$ cat config.mk
export PLATFORM = sky130hd
export DESIGN_NAME = mips_mem_responder
export DESIGN_NICKNAME = d
export VERILOG_FILES = /design/src/rtl/mips_mem_responder.sv
export SDC_FILE = /design/constraint.sdc
export NUM_CORES = 2
export LEC_CHECK = 0
export CAP_MARGIN = 30
export CORE_MARGIN = 2
export CORE_UTILIZATION = 40
export CTS_CLUSTER_SIZE = 20
export DETAILED_ROUTE_END_ITERATION = 8
export PLACE_DENSITY = 0.55
export SLEW_MARGIN = 20
export SYNTH_ARGS = -nofsm -noshare
export SYNTH_HDL_FRONTEND = slang
export SYNTH_SLANG_ARGS = --single-unit
$ cat constraint.sdc
create_clock -name clk -period 15.45 [get_ports clk]
set_clock_uncertainty 0.05 [all_clocks]
set_input_delay 3.09 -clock clk [delete_from_list [all_inputs] [get_ports clk]]
set_output_delay 3.09 -clock clk [all_outputs]
set_load 0.005 [all_outputs]
$ cat src/rtl/mips_mem_responder.sv
// mips_mem_responder: memory-side responder for the 8-bit multicycle MIPS core bus.
// Holds program/data RAM. A valid/ready loader port fills the RAM while the core
// is held in reset. After that the core is released and its reads and writes are served.
//
// Ports:
//   clk, reset                  single clock; synchronous active-high reset
//   adr, writedata              core address / write data
//   memread, memwrite           core read / write strobes (honoured in RUN only)
//   memdata                     registered read data, 1-cycle latency, held while idle
//   ld_valid, ld_data, ld_last  loader word stream
//   ld_ready                    loader word accepted this cycle (LOAD state)
//   cpu_reset                   core reset, high until one cycle after loading ends
//   loaded                      high in RUN
//   wprot_err                   sticky write-protect violation flag
//
// Optional feature: define MIPS_MEM_WPROT_EN to drop RUN writes below PROT_TOP
// and flag them on wprot_err. When the macro is undefined, wprot_err stays 0.
module mips_mem_responder #(
  parameter int unsigned       AWIDTH   = 8,
  parameter int unsigned       DWIDTH   = 8,
  parameter logic [AWIDTH-1:0] PROT_TOP = AWIDTH'(8'h80)
) (
  input  logic              clk,
  input  logic              reset,
  input  logic [AWIDTH-1:0] adr,
  input  logic [DWIDTH-1:0] writedata,
  input  logic              memread,
  input  logic              memwrite,
  output logic [DWIDTH-1:0] memdata,
  input  logic              ld_valid,
  input  logic [DWIDTH-1:0] ld_data,
  input  logic              ld_last,
  output logic              ld_ready,
  output logic              cpu_reset,
  output logic              loaded,
  output logic              wprot_err
);

  localparam int unsigned       DEPTH   = 2 ** AWIDTH;
  localparam logic [AWIDTH-1:0] PTR_MAX = AWIDTH'(DEPTH - 1);

`ifdef MIPS_MEM_WPROT_EN
  localparam bit WPROT_EN = 1'b1;
`else
  localparam bit WPROT_EN = 1'b0;
`endif

  typedef enum logic [1:0] {
    S_LOAD    = 2'd0,
    S_RELEASE = 2'd1,
    S_RUN     = 2'd2
  } state_t;

  state_t            state;
  logic [AWIDTH-1:0] ld_ptr;
  logic [DWIDTH-1:0] mem [DEPTH];

  logic              prot_hit_c;
  logic              mem_we_c;
  logic [AWIDTH-1:0] mem_waddr_c;
  logic [DWIDTH-1:0] mem_wdata_c;

  // A core write into the protected region (constant 0 when protection is compiled out)
  assign prot_hit_c = WPROT_EN && (adr < PROT_TOP);

  // RAM write port: the loader owns it in LOAD, and the core owns it in RUN
  always_comb begin
    mem_we_c    = 1'b0;
    mem_waddr_c = adr;
    mem_wdata_c = writedata;
    if (!reset) begin
      if (state == S_LOAD && ld_valid) begin
        mem_we_c    = 1'b1;
        mem_waddr_c = ld_ptr;
        mem_wdata_c = ld_data;
      end else if (state == S_RUN && memwrite && !prot_hit_c) begin
        mem_we_c = 1'b1;
      end
    end
  end

  // RAM storage is not reset, so its contents survive a reset during RUN
  always_ff @(posedge clk) begin
    if (mem_we_c) mem[mem_waddr_c] <= mem_wdata_c;
  end

  // Load / release / run sequencing with registered Moore outputs
  always_ff @(posedge clk) begin
    if (reset) begin
      state     <= S_LOAD;
      ld_ptr    <= '0;
      memdata   <= '0;
      ld_ready  <= 1'b1;
      cpu_reset <= 1'b1;
      loaded    <= 1'b0;
      wprot_err <= 1'b0;
    end else begin
      case (state)
        S_LOAD: begin
          if (ld_valid) begin
            // The pointer saturates at the top word instead of wrapping to 0
            if (ld_ptr != PTR_MAX) ld_ptr <= ld_ptr + AWIDTH'(1);
            if (ld_last || ld_ptr == PTR_MAX) begin
              state    <= S_RELEASE;
              ld_ready <= 1'b0;
            end
          end
        end
        S_RELEASE: begin
          // Core reset was held for one extra cycle so the core samples it
          state     <= S_RUN;
          cpu_reset <= 1'b0;
          loaded    <= 1'b1;
        end
        S_RUN: begin
          // The read sees the pre-write word, so a read and write to the same address return the old data
          if (memread) memdata <= mem[adr];
          if (memwrite && prot_hit_c) wprot_err <= 1'b1;
        end
        default: begin
          state     <= S_LOAD;
          ld_ready  <= 1'b1;
          cpu_reset <= 1'b1;
          loaded    <= 1'b0;
        end
      endcase
    end
  end

endmodule

== Word-level counts from Yosys, hierarchy flattened ==
Memory sizes are Yosys's and may differ from the RTL's. A register that Yosys moved wholly into a read port is not among the register bits.
Cells that the tools add are included.
Widths: inputs -> output; s select.

* Bits in writable memories: 2048
* Logic and storage cells: 42
* Output and inout bits: 12
* Flip-flop bits (word level): 13
* Memories kept: 1

{| class="wikitable"
|+ Memories
! name !! depth !! bits a word !! read ports !! clocked after memory_dff !! write ports !! RTL line !! source
|-
| mem || 256 || 8 || 1 || 1 || 1 || 56 || <nowiki>logic [DWIDTH-1:0] mem [DEPTH];</nowiki>
|}

* Bitwise logic cells: 2
* Equality and inequality tests: 6
* Mux-type cells: 17
* Reductions and logical operators: 10
* Add/subtract/negate cells: 1

{| class="wikitable"
|+ Operators with widths
! operator !! number
|-
| $mux 8 || 4
|-
| $reduce_and 3->1 || 3
|-
| $add 8x1->8 const B || 1
|-
| $eq 8x8->1 const B || 1
|-
| $ne 8x8->1 const B || 1
|-
| $mux 1 || 7
|-
| $pmux 1 s2 || 3
|-
| $pmux 2 s3 || 1
|-
| $mux 2 || 2
|-
| $reduce_or 2->1 || 2
|-
| $eq 2x1->1 const B || 1
|-
| $eq 2x2->1 const B || 1
|-
| $logic_and 1x1->1 || 2
|-
| $logic_not 2->1 || 1
|-
| $ne 2x1->1 const B || 1
|-
| $ne 2x2->1 const B || 1
|-
| $not 1->1 || 2
|-
| $reduce_and 2->1 || 1
|-
| $logic_or 1x1->1 || 1
|}

== Depth between registers and ports, before layout ==
* Depth after elaboration: 7
* Gate-level depth with buffers: 13

== Least setup slack after synthesis ==
OpenSTA, ideal clock, no wires.

* Path type: in2reg
* Start: in reset
* End: mem mem[0][0] (data pin)
* Buffers on the path: 3
* Stages: 7
* Data required time: 14.577 ns
* Arrival: 7.120 ns
* Slack: 7.458 ns
* Path through: clkbuf_1 > inv_1 > nand3_1 > clkbuf_1 > clkbuf_1 > nand2_1 > nand2_1

* Longest elaborated chain between the ends: 1

{| class="wikitable"
|+ Ends and longest elaborated chain
! element !! RTL line !! source
|-
| start, declared || 24 || <nowiki>input logic reset,</nowiki>
|-
| $mux 8 || 71 || <nowiki>if (!reset) begin</nowiki>
|-
| named net mem_wdata_c[0] || 61 || <nowiki>logic [DWIDTH-1:0] mem_wdata_c;</nowiki>
|-
| end, declared || 56 ||
|}

The timed path passes the listed nets, and every way through them passes these cells.

==> flow_summary.ini <==
[run_status]
status = finished clean

[sta]
finalCritPeriodShare_pct = 46.2
setup-violations-final = 0
rsz0062_at_grt = false
fmax_mhz = 140
tightest_slew_ns = 1.19
slew_viol_final = 0
hold_viol = 0
period_needed_ns = 7.14
setup-tns-final_ns = 0
relSlewSlack_pct = 20.7

[placed_design]
dp.cells = 6573
io_buffers = 40
gp_congestion = 0.829
hpwl_um = 134000

[global_routing]
grt_pass1_vias = 39804
overflow = 0
antenna_found_initial = 8
grt_usage_pct = 20.9
grt_max_degree = 209
grt_pass1_wl_um = 305000

[logic_synthesis]
yosysWarnings = 0
syn_nets = 4035
synth_compound_area_share_pct = 3.44
synth_common_cells = 2048 x edfxtp_1, 389 x mux4_2, 302 x nor2_1, 264 x mux2i_1, 122 x nand2_1
yosysUniqueCellTypes = 66
syn_avg_cell_area_um2 = 20.3
synth_most_common_cell = edfxtp_1
async_flop_share_pct = 0
synth_mux_area_share_pct = 14.6
synth_edf_count = 2048
ys.flop_type = edfxtp_1
synthTopCellsByArea = edfxtp_1 76%, mux4_2 11%, mux2i_1 3.3%
synth_largest_area_cell = edfxtp_1
yosys_register_bits = 2069
yosysSeqAreaShare_pct = 76.4
synthXorXnorAreaFrac_pct = 0.0757
yosys.area_share.simple_pct = 3.48
synthesis.area_um2 = 81000
netlist.area_leader.share_pct = 75.9
synthAdderAreaFrac_pct = 0.0772
syn_inst = 4000
synth_top_family_by_area = multiplexers

[floorplanning]
die_y_um = 454
num_rows = 165
core_area_um2 = 202000
io-pin-count = 42
chipWidth_um = 454
initial_utilization_pct = 40.2
fp.dieArea_um2 = 206000

[hold_path]
hold_path_class = reg2reg

[cts]
post_cts_resize_count = 0
clk_path_buf_depth = 3
clk_latency_ns = 0.84
cts_tree = done
cts.reportedPaths.clkPinSlew_ns = 0.06
hold_buffers = 0
cts_sinks = 2069
numCtsBuffers = 209
cts_root_buffer = clkbuf_16
htreeDepth = 4
post_cts_buffers = 0

[routing]
routed_wl_um = 217000
drc = 0
post_drt_wl_per_cell_um = 31.0
dr.pass1.iters = 6
wl_met2_um = 103000
vias_per_cell = 5.80
drtAntennaViolNets = 0
drt_iter0_drc = 4923
vias = 40566
routed.top_layer = met5
wl_met3_um = 15200
wl_met1_um = 92000

[setup_path]
critical_path_class = in2reg
required_ns = 16.13
arrival_ns = 7.82
crit_path_end_kind = register
crit_fanout = 88
startpoint_type = primary input

[pwr]
p_leak_nw = 28.5
swShare_pct = 22.6
p_comb_share_pct = 6.9
irDropWorstVdd_mv = 0.112
switchingPower_mw = 2.76
cell_internal_pwr_mw = 9.46
p_clk_share_pct = 40.8
power_density_nw_per_um2 = 134
seqPwrFrac_pct = 52.3

[flow_run]
drv_cap = 0

[cells_and_area]
layout.nets = 4174
syn2layout_area_growth_pct = 12.7
drive_above_1_share_pct = 20.1
instances_no_fill = 6995
[per-layer routing]
metal  track usage, %  vias up
li1                 -    16916
met1             29.8    21748
met2             33.2     1565
met3             3.61      331
met4             5.85        6
met5                0        -
[area by class of cell]
type | instances | area (µm²)
fillers | 16939 | 110000
multi-input cells | 1685 | 17700
clock inverters | 139 | 1200
flip-flops and latches | 2069 | 61900
repair buffers | 170 | 1620
clock buffers | 250 | 5530
well taps | 2672 | 3340
inverters | 4 | 15.0
diodes | 6 | 15.0
[sequential cells by signal, indices dropped and copies added (netlist names)]
| signal | flops |
|---|---|
| mem | 2048 |
| cpu_reset | 1 |
| ld_ptr | 8 |
| state | 2 |
| loaded | 1 |
| memdata | 8 |
| ld_ready | 1 |
[kinds of logic (layout without fill, tap and decap cells)]
group / Yosys count / in the layout
adders and majority gates: 5 / 5
DFF: 2069 / 2069
buffers and inverters: 246 / 563
muxes: 672 / 672
other: 1 / 7
and+or+nand+nor: 614 / 614
AOI/OAI and AO/OA: 386 / 386
xor gates and xnor gates: 7 / 7
[through the flow]
stage	hold WS (ns)	setup WS, ns	util (%)	power, mW	cell area (µm²)
CTS	0.434	8.10	45.1	12.3	91000
floorplan	0.405	7.46	-	7.05	81000
global route	0.472	7.87	45.3	12.6	91300
detailed placement	0.425	7.17	41.8	7.34	84300
finish	0.433	8.31	45.3	12.2	91400
global placement	0.420	7.23	41.7	7.33	84100
[worst max-delay path: stages]
cell      delay [ns]
buf_8           0.43
buf_12          0.56
buf_4           0.76
buf_4           0.78
mux4_2          0.37
o22ai_1         0.14
nor4_1          0.72
o221ai_1        0.37
o311ai_0        0.35
[power groups by stage]
stage | registers, mW | logic [mW] | clock network (mW)
after floorplan | 6.58 | 0.461 | 0
after global routing | 6.39 | 0.897 | 5.27
after detailed placement | 6.51 | 0.836 | 0
after CTS | 6.39 | 0.835 | 5.06
final | 6.39 | 0.845 | 4.99
after global placement | 6.51 | 0.817 | 0
[placed cells by master, fill, tap and decap left out, types with 27 or more instances in the layout]
cell                n
mux2i_1           264
clkinv_2           44
buf_4             108
o221ai_1           66
a221oi_1           27
clkdlybuf4s50_1    35
nor2_1            301
mux4_2            389
a211oi_1           29
nand2_1           113
clkbuf_16         215
o22ai_1            60
o21ai_0            30
a21oi_1            41
a22oi_1            66
edfxtp_1         2048
clkinv_1           60
clkbuf_1           33
[worst paths after layout]
path              startpoint    endpoint  slack (ns)  cells after the start
setup reg to reg    state[0]  mem[92][0]       10.91                      8
hold / removal        loaded      loaded        0.43                      2
setup / recovery      adr[0]  memdata[4]        8.31                      9
hold reg to reg       loaded      loaded        0.43                      2
Note: power is estimated with default switching activity, not from simulation.
